File: src/rtl/regfile_pkg.sv
// Shared types and helpers for the multi-port register file.
package regfile_pkg;

  localparam int DEF_XLEN  = 32;
  localparam int DEF_NREGS = 32;
  localparam int MAX_XLEN  = 64;

  typedef enum logic {
    ST_CLEAR = 1'b0,
    ST_IDLE  = 1'b1
  } state_t;

  // Zero-extension leaves reduction XOR unchanged, so narrower words can share this.
  function automatic logic even_parity(input logic [MAX_XLEN-1:0] d);
    return ^d;
  endfunction

endpackage

File: src/rtl/rf_scoreboard.sv
// Pending-write scoreboard: one bit per register, set on issue, cleared on writeback.
module rf_scoreboard import regfile_pkg::*; #(
  parameter int NREGS = DEF_NREGS,
  parameter int AW    = $clog2(NREGS),
  parameter int NRD   = 2
) (
  input  logic            clk,
  input  logic            rst,
  input  logic            set_en,
  input  logic [AW-1:0]   set_idx,
  input  logic            wb_en,
  input  logic [AW-1:0]   wb_idx,
  input  logic [NRD*AW-1:0] rd_addr,
  output logic [NRD-1:0]  pending
);

  logic [NREGS-1:0] pend;
  logic [NREGS-1:0] pend_nx;

  // Set is applied after clear so a newer producer stays outstanding.
  always_comb begin
    pend_nx = pend;
    if (wb_en)
      pend_nx[wb_idx] = 1'b0;
    if (set_en)
      pend_nx[set_idx] = 1'b1;
    pend_nx[0] = 1'b0;
  end

  always_ff @(posedge clk) begin
    if (rst)
      pend <= '0;
    else
      pend <= pend_nx;
  end

  for (genvar k = 0; k < NRD; k++) begin : g_port
    logic [AW-1:0] a;
    assign a          = rd_addr[k*AW +: AW];
    assign pending[k] = pend[a] & ~(wb_en && (wb_idx == a));
  end

endmodule

File: src/rtl/reg_file_mp.sv
// Parametrised multi-read-port register file with write-first bypass, clear sequencer
// and RAW scoreboard. Optional per-register parity enabled by REGFILE_PARITY_EN.
module reg_file_mp import regfile_pkg::*; #(
  parameter int XLEN  = DEF_XLEN,
  parameter int NREGS = DEF_NREGS,
  parameter int NRD   = 2,
  localparam int AW   = $clog2(NREGS)
) (
  input  logic                clk,
  input  logic                rst,
  input  logic [NRD*AW-1:0]   rd_addr,
  output logic [NRD*XLEN-1:0] rd_data,
  output logic [NRD-1:0]      rd_pending,
  input  logic                we,
  input  logic [AW-1:0]       wa,
  input  logic [XLEN-1:0]     wd,
  input  logic                iss_valid,
  input  logic [AW-1:0]       iss_rd,
  output logic                busy,
  output logic [NRD-1:0]      rd_err
);

  localparam logic [AW-1:0] LAST_IDX = AW'(NREGS - 1);

  state_t          state;
  state_t          state_nx;
  logic [AW-1:0]   clr_idx;
  logic [AW-1:0]   clr_idx_nx;
  logic [XLEN-1:0] regs [NREGS];
  logic            wr_en;
  logic            sb_wb_en;
  logic            sb_set_en;
  logic [NRD-1:0]  sb_pend;

  always_ff @(posedge clk) begin
    if (rst) begin
      state   <= ST_CLEAR;
      clr_idx <= AW'(1);
    end else begin
      state   <= state_nx;
      clr_idx <= clr_idx_nx;
    end
  end

  // Register 0 is never stored, so the sweep starts at 1 and ends on the top register.
  always_comb begin
    state_nx   = state;
    clr_idx_nx = clr_idx;
    busy       = rst;
    case (state)
      ST_CLEAR: begin
        busy       = 1'b1;
        clr_idx_nx = clr_idx + AW'(1);
        if (clr_idx == LAST_IDX)
          state_nx = ST_IDLE;
      end
      ST_IDLE: ;
      default: begin
        busy     = 1'b1;
        state_nx = ST_CLEAR;
      end
    endcase
  end

  assign wr_en     = we && (wa != '0) && !busy;
  assign sb_wb_en  = we && (wa != '0) && !busy;
  assign sb_set_en = iss_valid && (iss_rd != '0) && !busy;

  always_ff @(posedge clk) begin
    if (state == ST_CLEAR)
      regs[clr_idx] <= '0;
    else if (wr_en)
      regs[wa] <= wd;
  end

`ifdef REGFILE_PARITY_EN
  logic [NREGS-1:0] parity_mem;

  always_ff @(posedge clk) begin
    if (state == ST_CLEAR)
      parity_mem[clr_idx] <= 1'b0;
    else if (wr_en)
      parity_mem[wa] <= even_parity(MAX_XLEN'(wd));
  end
`else
  assign rd_err = '0;
`endif

  rf_scoreboard #(
    .NREGS (NREGS),
    .AW    (AW),
    .NRD   (NRD)
  ) u_sb (
    .clk     (clk),
    .rst     (rst),
    .set_en  (sb_set_en),
    .set_idx (iss_rd),
    .wb_en   (sb_wb_en),
    .wb_idx  (wa),
    .rd_addr (rd_addr),
    .pending (sb_pend)
  );

  for (genvar k = 0; k < NRD; k++) begin : g_rd
    logic [AW-1:0] a;
    logic          hit;
    assign a   = rd_addr[k*AW +: AW];
    assign hit = we && (wa == a) && (wa != '0);
    assign rd_data[k*XLEN +: XLEN] = (busy || (a == '0)) ? '0 : (hit ? wd : regs[a]);
    assign rd_pending[k] = !busy && sb_pend[k];
`ifdef REGFILE_PARITY_EN
    assign rd_err[k] = !busy && (a != '0) && !hit && (parity_mem[a] ^ (^regs[a]));
`endif
  end

endmodule

File: config.mk
export PLATFORM = sky130hd
export DESIGN_NAME = reg_file_mp
export DESIGN_NICKNAME = d
export VERILOG_FILES = /design/src/rtl/regfile_pkg.sv /design/src/rtl/rf_scoreboard.sv /design/src/rtl/reg_file_mp.sv
export SDC_FILE = /design/constraint.sdc
export NUM_CORES = 1
export LEC_CHECK = 0
export CORE_ASPECT_RATIO = 1.2
export CORE_MARGIN = 10
export CORE_UTILIZATION = 62
export DETAILED_ROUTE_END_ITERATION = 8
export GPL_TIMING_DRIVEN = 0
export PLACE_DENSITY = 0.8
export SLEW_MARGIN = 20
export SYNTH_ARGS = -nofsm -noshare
export SYNTH_HDL_FRONTEND = slang
export SYNTH_SLANG_ARGS = --single-unit
File: constraint.sdc
create_clock -name clk -period 5.77 [get_ports clk]
set_input_delay 0.8655 -clock clk [delete_from_list [all_inputs] [get_ports clk]]
set_output_delay 0.8655 -clock clk [all_outputs]
set_load 0.01 [all_outputs]
Word level (Yosys, flattened, before mapping)
Memory sizes are Yosys's and may differ from the RTL's.
Index checks and enable logic that the tools add are counted.
Word-level totals
  flip-flop bits (word level): 38
  input port bits: 56
  latch bits: 0
  memories kept: 1
  word-level logic and storage cells: 68
  RAM bits: 1024
  ROM bits: 0
Cells by class
  multipliers: 0
  $lt $le $gt $ge: 6
  div/mod/pow operators: 0
  $add $sub $neg: 1
  eq/ne operators: 3
  bitwise logic cells: 7
  mux-type cells: 24
  shift-type cells: 0
  reductions and logical operators: 22
Memories
  regs: depth 32, width 32, rd ports 2, clocked after memory_dff 0, wr ports 1, line reg_file_mp.sv:29  | logic [XLEN-1:0] regs [NREGS];
Operator list (number)
  $mux 32: 7
  $and 32x32->32: 1
  $not 32->32: 1
  $or 32x32->32: 1
  $reduce_or 32->1: 1
  $lt 5x6->1 const B: 4
  $logic_and 1x1->1: 14
  $mux 1: 12
  $bmux 1 s5: 2
  $demux 1 s5: 2
  $eq 5x5->1: 2
  $ge 5x1->1 const B: 2
  $logic_not 5->1: 2
  $reduce_bool 5->1: 2
  $add 5x1->5 const B: 1
  $eq 5x5->1 const B: 1
  $mux 5: 1
  $and 1x1->1: 2
  $logic_or 1x1->1: 2
  $not 1->1: 2
  $logic_not 1->1: 1

Depth between registers and ports, before layout
Gate-level depths: netlist of the first run.
  depth in word-level cells: 9
  mapped depth: 9
  depth with buffers taken out: 5

Modules after synthesis
Synthesis of the first run repeated with hierarchy kept, for this count alone.
Second synthesis, totals
  cell total of the unflattened synthesis: 3141
  area total of the unflattened synthesis: 51315.5 µm²
Modules (own cells, without submodules)
  reg_file_mp: area an instance 49309.8 µm², cells each 2913, times used 1
  rf_scoreboard: area an instance 2005.7 µm², cells each 228, times used 1

Worst setup path before layout of the first run
Ideal clock, no wire load.
  path type: input -> register
  start point: input port wa[2]
  end point: memory regs[12][0] (netlist name), enable pin
  path buffers: 2
  stages on the path: 7
  library setup time: 0.461 ns
  setup slack: 0.729 ns
  arrival: 4.580 ns
  path through: buf_2 -> or4_4 -> o211a_4 -> buf_2 -> o31ai_1 -> nand2_1 -> nor3_1
On the way
  word-level cells in the longest chain between the ends: 8
RTL lines
  from (decl): line reg_file_mp.sv:15  | input logic [AW-1:0] wa,
  $reduce_bool 5->1: line reg_file_mp.sv:65  | assign wr_en = we && (wa != '0) && !busy;
  $logic_and 1x1->1 (2 in series): line reg_file_mp.sv:65
  $mux 1: line reg_file_mp.sv:72  | else if (wr_en)
  $mux 1: line reg_file_mp.sv:70  | if (state == ST_CLEAR)
  $mux 1 (not written as such): line reg_file_mp.sv:73  | regs[wa] <= wd;
  $reduce_or 32->1 (no line)
  $mux 5 (no line) / $mux 1 (equally long branches)
  to (decl): line reg_file_mp.sv:29
Parallel ways exist; a longest one is shown, timed or not.

Worst setup path after layout of the first run
  start point: input port rd_addr[4]
  end point: output port rd_data[1]
On the way
  word-level cells in the longest chain between the ends: 5
RTL lines
  from (decl): line reg_file_mp.sv:11  | input logic [NRD*AW-1:0] rd_addr,
  parallel branches: the longest is 4 deep, another holds $mem_v2 32x32
  $mux 32 (*): line reg_file_mp.sv:109  | assign rd_data[k*XLEN +: XLEN] = (busy || (a == '0)) ? '0 : (hit ? wd : regs[a]);
  to (decl): line reg_file_mp.sv:12  | output logic [NRD*XLEN-1:0] rd_data,
Every way passes the cells marked *.

==> results of run 1 <==
registers in the layout, indices dropped and copies added, names as in the netlist:
| name | count |
|---|---|
| regs | 1024 |
| u_sb.pend | 31 |
| clr_idx | 5 |
| state | 1 |
worst min-delay path, cell delays in order (launching register included):
cell and delay [ps]:
dfxtp_1 320, o21ai_0 70, a21oi_1 60
layout by cell type (no fill, tap or decap), types with 5 or more instances in the layout:
| cell | Yosys | final |
|---|---|---|
| edfxtp_1 | 1024 | 1024 |
| mux4_2 | 400 | 400 |
| mux2i_1 | 298 | 298 |
| clkbuf_1 | 133 | 146 |
| a221oi_1 | 128 | 128 |
| a22oi_1 | 128 | 128 |
| a21oi_1 | 116 | 116 |
| clkdlybuf4s50_1 | 0 | 110 |
| clkbuf_16 | 0 | 102 |
| buf_2 | 82 | 82 |
| nand2_1 | 67 | 67 |
| o21bai_1 | 65 | 65 |
| a221o_1 | 65 | 65 |
| buf_4 | 13 | 55 |
| nor2b_1 | 42 | 42 |
| dfxtp_1 | 37 | 37 |
| a211oi_1 | 32 | 32 |
| and2_2 | 0 | 30 |
| o21ai_0 | 29 | 29 |
| nor2_4 | 0 | 22 |
| clkinv_1 | 0 | 21 |
| clkinv_2 | 0 | 20 |
| nor2_1 | 41 | 17 |
| buf_12 | 0 | 17 |
| buf_1 | 15 | 13 |
| buf_16 | 0 | 13 |
| nor3_2 | 2 | 12 |
| xnor2_1 | 11 | 11 |
| bufinv_16 | 0 | 10 |
| inv_1 | 9 | 9 |
| nand2b_1 | 7 | 7 |
| o211ai_1 | 7 | 7 |
| diode_2 | 0 | 6 |
| nand3_1 | 6 | 6 |
| clkbuf_2 | 0 | 6 |
| clkinv_4 | 0 | 6 |
| buf_6 | 0 | 6 |
| o31ai_1 | 5 | 5 |
| a32o_1 | 5 | 5 |
per-stage QoR:
step	util [%]	TNS, ps
after CTS	71.3	0
final	71.4	-1760
after global routing	71.4	0
after global placement	65.5	-1266890
after detailed placement	67.1	0
after floorplan	-	0
final cells by class:
| cell class | instances | area, sq um |
|---|---|---|
| sequential | 1061 | 31500 |
| buffer | 243 | 1080 |
| clock inverter | 67 | 664 |
| fill | 4824 | 23100 |
| inverter | 9 | 33.8 |
| antenna | 6 | 15.0 |
| timing repair buffer | 189 | 2200 |
| clock buffer | 123 | 2660 |
| multi-input combinational | 1550 | 18200 |
| tap | 1044 | 1310 |
kinds of logic after synthesis:
family	after synthesis
simple gates	235
compound gates	598
xor+xnor	12
flops	1061
mux	701
buf+inv	252
other cells	1
fa+ha+maj	2
routing by layer:
layer / global-route usage, % / wire length (microns)
met5: 0 / 100
met4: 23.1 / 13500
met3: 11.8 / 25800
met2: 58.4 / 81800
met1: 44.0 / 53200
worst paths after layout:
check                                    from             to
worst max register to register          state   regs[12][20]
worst max-delay path               rd_addr[4]     rd_data[1]
worst min register to register  u_sb.pend[25]  u_sb.pend[25]
worst min-delay path            u_sb.pend[25]  u_sb.pend[25]
power groups by stage:
stage,combinational [mW],sequential (mW),clock [mW]
after global placement,1.27,8.70,0
after CTS,1.38,8.54,6.73
after global routing,1.45,8.55,7.02
final,1.43,8.54,6.80
after floorplan,0.831,8.68,0
after detailed placement,1.36,8.70,0
repair_timing:
item / CTS / global route
endpoints found under the setup margin: 2 / 7
setup buffers: 0 / 0
resized for setup: 1 / 6
cloned: 0 / 0
==> metrics.md, run 1 <==
| Metric | Value |
|---|---|
| Clk_skew | `36.1 ps` |
| Crit share post-route | `104%` |
| Die Span X | `280 microns` |
| Hold bufs inserted after CTS | `0` |
| Worst path top cell family by delay | `buffers and inverters` |
| Grt ovf | `0` |
| Int Power | `12.8 mW` |
| Most frequent cell after synthesis | `edfxtp_1` |
| Main combinational cell family by area after synthesis | `multiplexers` |
| Crit path launch type | `input pin` |
| DR vias/cell | `8.17` |
| Nets | `3213` |
| Die Span Y | `333 microns` |
| EDFF count, synth | `1024` |
| Synth area leaders | `edfxtp_1, mux4_2, mux2i_1, a221oi_1, a22oi_1` |
| Worst path cell trace | `clkdlybuf4s50_1 -> clkbuf_1 -> inv_1 -> nor2_1 -> clkbuf_1 -> a22oi_1 -> nand2_1 -> a221o_1 -> clkdlybuf4s50_1` |
| Crit path buf inv count | `5` |
| Total placed instance area | `54200 sq um` |
| VDD IR-drop max | `0.284 mV` |
| Worst path max stage delay | `740 ps` |
| Clk pwr share | `40.5%` |
| Crit path kind | `in -> out` |
| Vias in the first global route | `35300` |
| CP Capture Type | `primary output` |
| Mux cell area share after synthesis | `23.8%` |
| Dpl hpwl | `120000 microns` |
| Port Buffer Count | `110` |
| Placeable Area | `80700 sq um` |
| CTS tree | `done` |
| Post-synthesis register bit count | `1061` |
| DR WL/cell | `40.6 microns` |
| Worst path arrival time | `5120 ps` |
| Mapped Area | `50500 sq um` |
| Synth warnings | `0` |
| # DRC | `0` |
| Outcome | `complete, but fails checks` |
| Crit path depth | `9` |
| Total Wirelength | `174000 microns` |
| Slew margin rel. | `15.4%` |
| Synth Area in XOR/XNOR | `0.208%` |
| CTS buffer count | `101` |
| DIE AREA | `93300 sq um` |
| # rows | `114` |
| Clk_lat worst skew | `730 ps` |
| CTS sink cnt | `1061` |
| Top cells by count, synth | `edfxtp_1, mux4_2, mux2i_1, clkbuf_1` |
| Inst Count DP | `4095` |
| Final Non-Filler Cells | `4292` |
| Compound-Gate Fraction of Synth Area | `8.92%` |
| Total Power | `16.8 mW` |
| Antenna Nets Post-Route | `0` |
| Leakage power total | `17.6 nW` |
| Layout area overhead | `14.2%` |
| DR pass1 iterations | `7` |
| Sw Pwr | `4.02 mW` |
| Synth Area in Adders | `0.0496%` |
| First-pass GRT wire length | `248000 microns` |
| Clock-pin slew on the worst setup and hold paths | `60 ps` |
| Pwr/cell area | `291 nW/um^2` |
| Overall Global Routing Usage | `37.1%` |
| Worst setup margin | `-213 ps` |
| I/O pins | `125` |
| Initial core utilization | `62.5%` |
| Fmax achieved | `167 MHz` |
| Logic gate share of total power | `8.5%` |
| Worst hold path type | `reg -> reg` |
| Vias | `35000` |
| Simple-gate share of the synthesized area | `2.42%` |
| Top cell type by total area after synthesis | `edfxtp_1` |
| Slew @ Worst Pin | `1270 ps` |
| Synth top area share | `60.9%` |
| Longest Clk Path Bufs | `3` |
| Ys flop type | `edfxtp_1` |
| Root Buffer | `clkbuf_16` |
| FF-to-FF path depth | `11` |
| Initial antenna violation count | `11` |
| Setup slack after placement | `14.6 ps` |
| Fin area | `57600 sq um` |
| Min Tclk post-route | `5980 ps` |
| Hold Worst Slack | `501 ps` |
| Hold path depth | `2` |
| Share of power burned in registers | `50.9%` |
| Final Hold Fails | `0` |
| Synth Instances | `2862` |
| Share of layout cells above drive strength 1 | `25.0%` |
| Mapped Avg Cell Area | `17.6 sq um` |
| Switching share of power | `24.0%` |
| H-tree levels | `3` |
| CP max FO | `10` |
| R2R Setup Slk | `1890 ps` |
| Sequential share of the synthesized area | `62.4%` |
| Post-synth ARST share | `0%` |
| Critical path's slowest cell | `nor2_1` |
| Endpoints failing setup | `23` |
| Pin count of the biggest net entering global routing | `33` |
| Unique masters post-synth | `60` |
| Failing checks | `negative setup slack` |
| Setup repair after global routing missed its margin | `no` |
| Max cap viols | `0` |
| Critical Path RT | `4900 ps` |
| Slew Viols, Final | `0` |
| GPL Wtd Cong | `0.968` |
| 1st-iter DRT viols | `6357` |
(Power assumes the default switching activity.)
==> run 2: changes to the inputs <==
- SLEW_MARGIN: 20 -> 0
==> metrics.md, run 2 (synthesis gave the netlist of run 1 again) <==
| Metric | Value |
|---|---|
| Pin count of the biggest net entering global routing | `33` |
| Endpoints failing setup | `11` |
| Most frequent cells in the layout | `edfxtp_1, mux4_2, mux2i_1` |
| Switching share of power | `23.8%` |
| Slew margin rel. | `8.18%` |
| Share of power burned in registers | `51.7%` |
| Clock-pin slew on the worst setup and hold paths | `60 ps` |
| DR WL/cell | `40.2 microns` |
| CTS buffer count | `102` |
| Slew @ Worst Pin | `1380 ps` |
| Min Tclk post-route | `5940 ps` |
| I/O pins | `125` |
| Commonest non-fill, non-tap cell in the layout | `edfxtp_1` |
| FF-to-FF path depth | `10` |
| Max reg flops | `1024` |
| Vias | `34400` |
| Dpl hpwl | `119000 microns` |
| Largest regs | `regs (1024), u_sb.pend (31), clr_idx (5)` |
| Layout area overhead | `13.5%` |
| Leakage power total | `17.4 nW` |
| Port Buffer Count | `110` |
| RR Endpoint | `regs[13][18]` |
| Int Power | `12.6 mW` |
| Failing checks | `negative setup slack` |
| Clk_skew | `25.5 ps` |
| TNS Setup | `-1060 ps` |
| CP max FO | `10` |
| DR pass1 iterations | `9` |
| Worst hold path type | `reg -> reg` |
| Critical Path RT | `4900 ps` |
| Clk pwr share | `39.6%` |
| Clk_lat worst skew | `710 ps` |
| R2r startpoint | `state` |
| Vias in the first global route | `35000` |
| Logic gate share of total power | `8.6%` |
| Sw Pwr | `3.94 mW` |
| Initial core utilization | `62.5%` |
| Root Buffer | `clkbuf_16` |
| Placeable Area | `80700 sq um` |
| Max cap viols | `0` |
| Hold bufs inserted after CTS | `0` |
| R2R Setup Slk | `1720 ps` |
| First-pass GRT wire length | `244000 microns` |
| Initial antenna violation count | `8` |
| Share of layout cells above drive strength 1 | `23.3%` |
| Pwr/cell area | `288 nW/um^2` |
| CTS tree | `done` |
| Top reg by flops | `regs` |
| Final Hold Fails | `0` |
| Outcome | `complete, but fails checks` |
| Crit share post-route | `103%` |
| GPL Wtd Cong | `0.968` |
| Inst Count DP | `4076` |
| # rows | `114` |
| Die Span X | `280 microns` |
| Longest Clk Path Bufs | `3` |
| DIE AREA | `93300 sq um` |
| CP Capture Type | `primary output` |
| Antenna Nets Post-Route | `0` |
| H-tree levels | `3` |
| Critical path origin | `rd_addr[6]` |
| Worst path arrival time | `5070 ps` |
| Crit path launch type | `input pin` |
| Fmax achieved | `168 MHz` |
| Total Wirelength | `172000 microns` |
| Crit path to | `rd_data[53]` |
| Worst setup margin | `-169 ps` |
| Die Span Y | `333 microns` |
| # DRC | `0` |
| VDD IR-drop max | `0.280 mV` |
| Grt ovf | `0` |
| 1st-iter DRT viols | `6256` |
| DR vias/cell | `8.07` |
| Setup repair after global routing missed its margin | `no` |
| CTS sink cnt | `1061` |
| Slew Viols, Final | `0` |
| Overall Global Routing Usage | `36.5%` |
| Crit path kind | `in -> out` |
| Final Non-Filler Cells | `4269` |
| Nets | `3194` |
-- run 2: cell types whose count changed in the layout (fill, tap and decap cells not counted), moves of 3 or more --
| cell | previous run | this run |
|---|---|---|
| buf_4 | 55 | 18 |
| and2_1 | 4 | 34 |
| and2_2 | 30 | 0 |
| buf_6 | 6 | 30 |
| clkinvlp_4 | 2 | 10 |
| clkinv_1 | 21 | 28 |
| buf_16 | 13 | 7 |
| bufinv_16 | 10 | 5 |
| clkbuf_16 | 102 | 106 |
| clkbuf_2 | 6 | 2 |
| clkinv_4 | 6 | 2 |
| inv_6 | 4 | 0 |
| clkbuf_1 | 146 | 143 |
| clkbuf_8 | 3 | 0 |
-- run 2: area by class of cell --
type                            count  area (sq um)
Buffer                            243          1080
Multi-Input combinational cell   1550         18200
Tap cell                         1044          1310
Inverter                            9          33.8
Timing Repair Buffer              169          2000
Clock inverter                     67           495
Antenna cell                        6          15.0
Clock buffer                      120          2710
Fill cell                        4860         23400
Sequential cell                  1061         31500
-- run 2: power groups by stage --
| stage | clock network, mW | logic, mW | registers [mW] |
|---|---|---|---|
| floorplan | 0 | 0.831 | 8.68 |
| global placement | 0 | 1.27 | 8.70 |
| detailed placement | 0 | 1.36 | 8.70 |
| CTS | 6.48 | 1.37 | 8.54 |
| global route | 6.78 | 1.45 | 8.55 |
| finish | 6.54 | 1.43 | 8.54 |
-- run 2: layer usage --
metal | global-route usage [%] | wire length, microns
met2 | 56.9 | 80500
met1 | 43.2 | 52100
met5 | 0 | 113
met4 | 23.3 | 12900
met3 | 12.1 | 25900
-- run 2: how the worst min path moves through the flow --
stage                             start            end  cells after the start
after floorplan           u_sb.pend[31]  u_sb.pend[31]                      2
after global placement    u_sb.pend[30]  u_sb.pend[30]                      2
after detailed placement  u_sb.pend[24]  u_sb.pend[24]                      2
after CTS                 u_sb.pend[24]  u_sb.pend[24]                      2
after global routing      u_sb.pend[19]  u_sb.pend[19]                      2
final                     u_sb.pend[24]  u_sb.pend[24]                      2
-- run 2: timing repair --
action / 4_1_cts / 5_1_grt
gates resized for setup: 1 / 12
setup endpoints to repair: 1 / 19
cloned: 0 / 0
buffers inserted: 0 / 0
-- run 2: critical path, cell delays in order --
cell             delay, ps
clkbuf_1               290
clkdlybuf4s15_1        720
xnor2_1                190
nand3_1                220
a2111oi_2              900
clkbuf_1               820
a221o_1                450
clkdlybuf4s50_1        610
-- run 2: through the flow --
step           hold slack, ps  setup slack [ps]  total power [mW]  area (sq um)  util, %
2_1_floorplan             454               729              9.51         50500        -
3_3_place_gp              472             -3100              9.96         52900     65.5
6_report                  502              -169              16.5         57300     71.0
4_1_cts                   495              8.94              16.4         57200     70.9
3_5_place_dp              487             -10.7              10.1         54000     66.9
5_1_grt                   525              2.00              16.8         57300     71.0
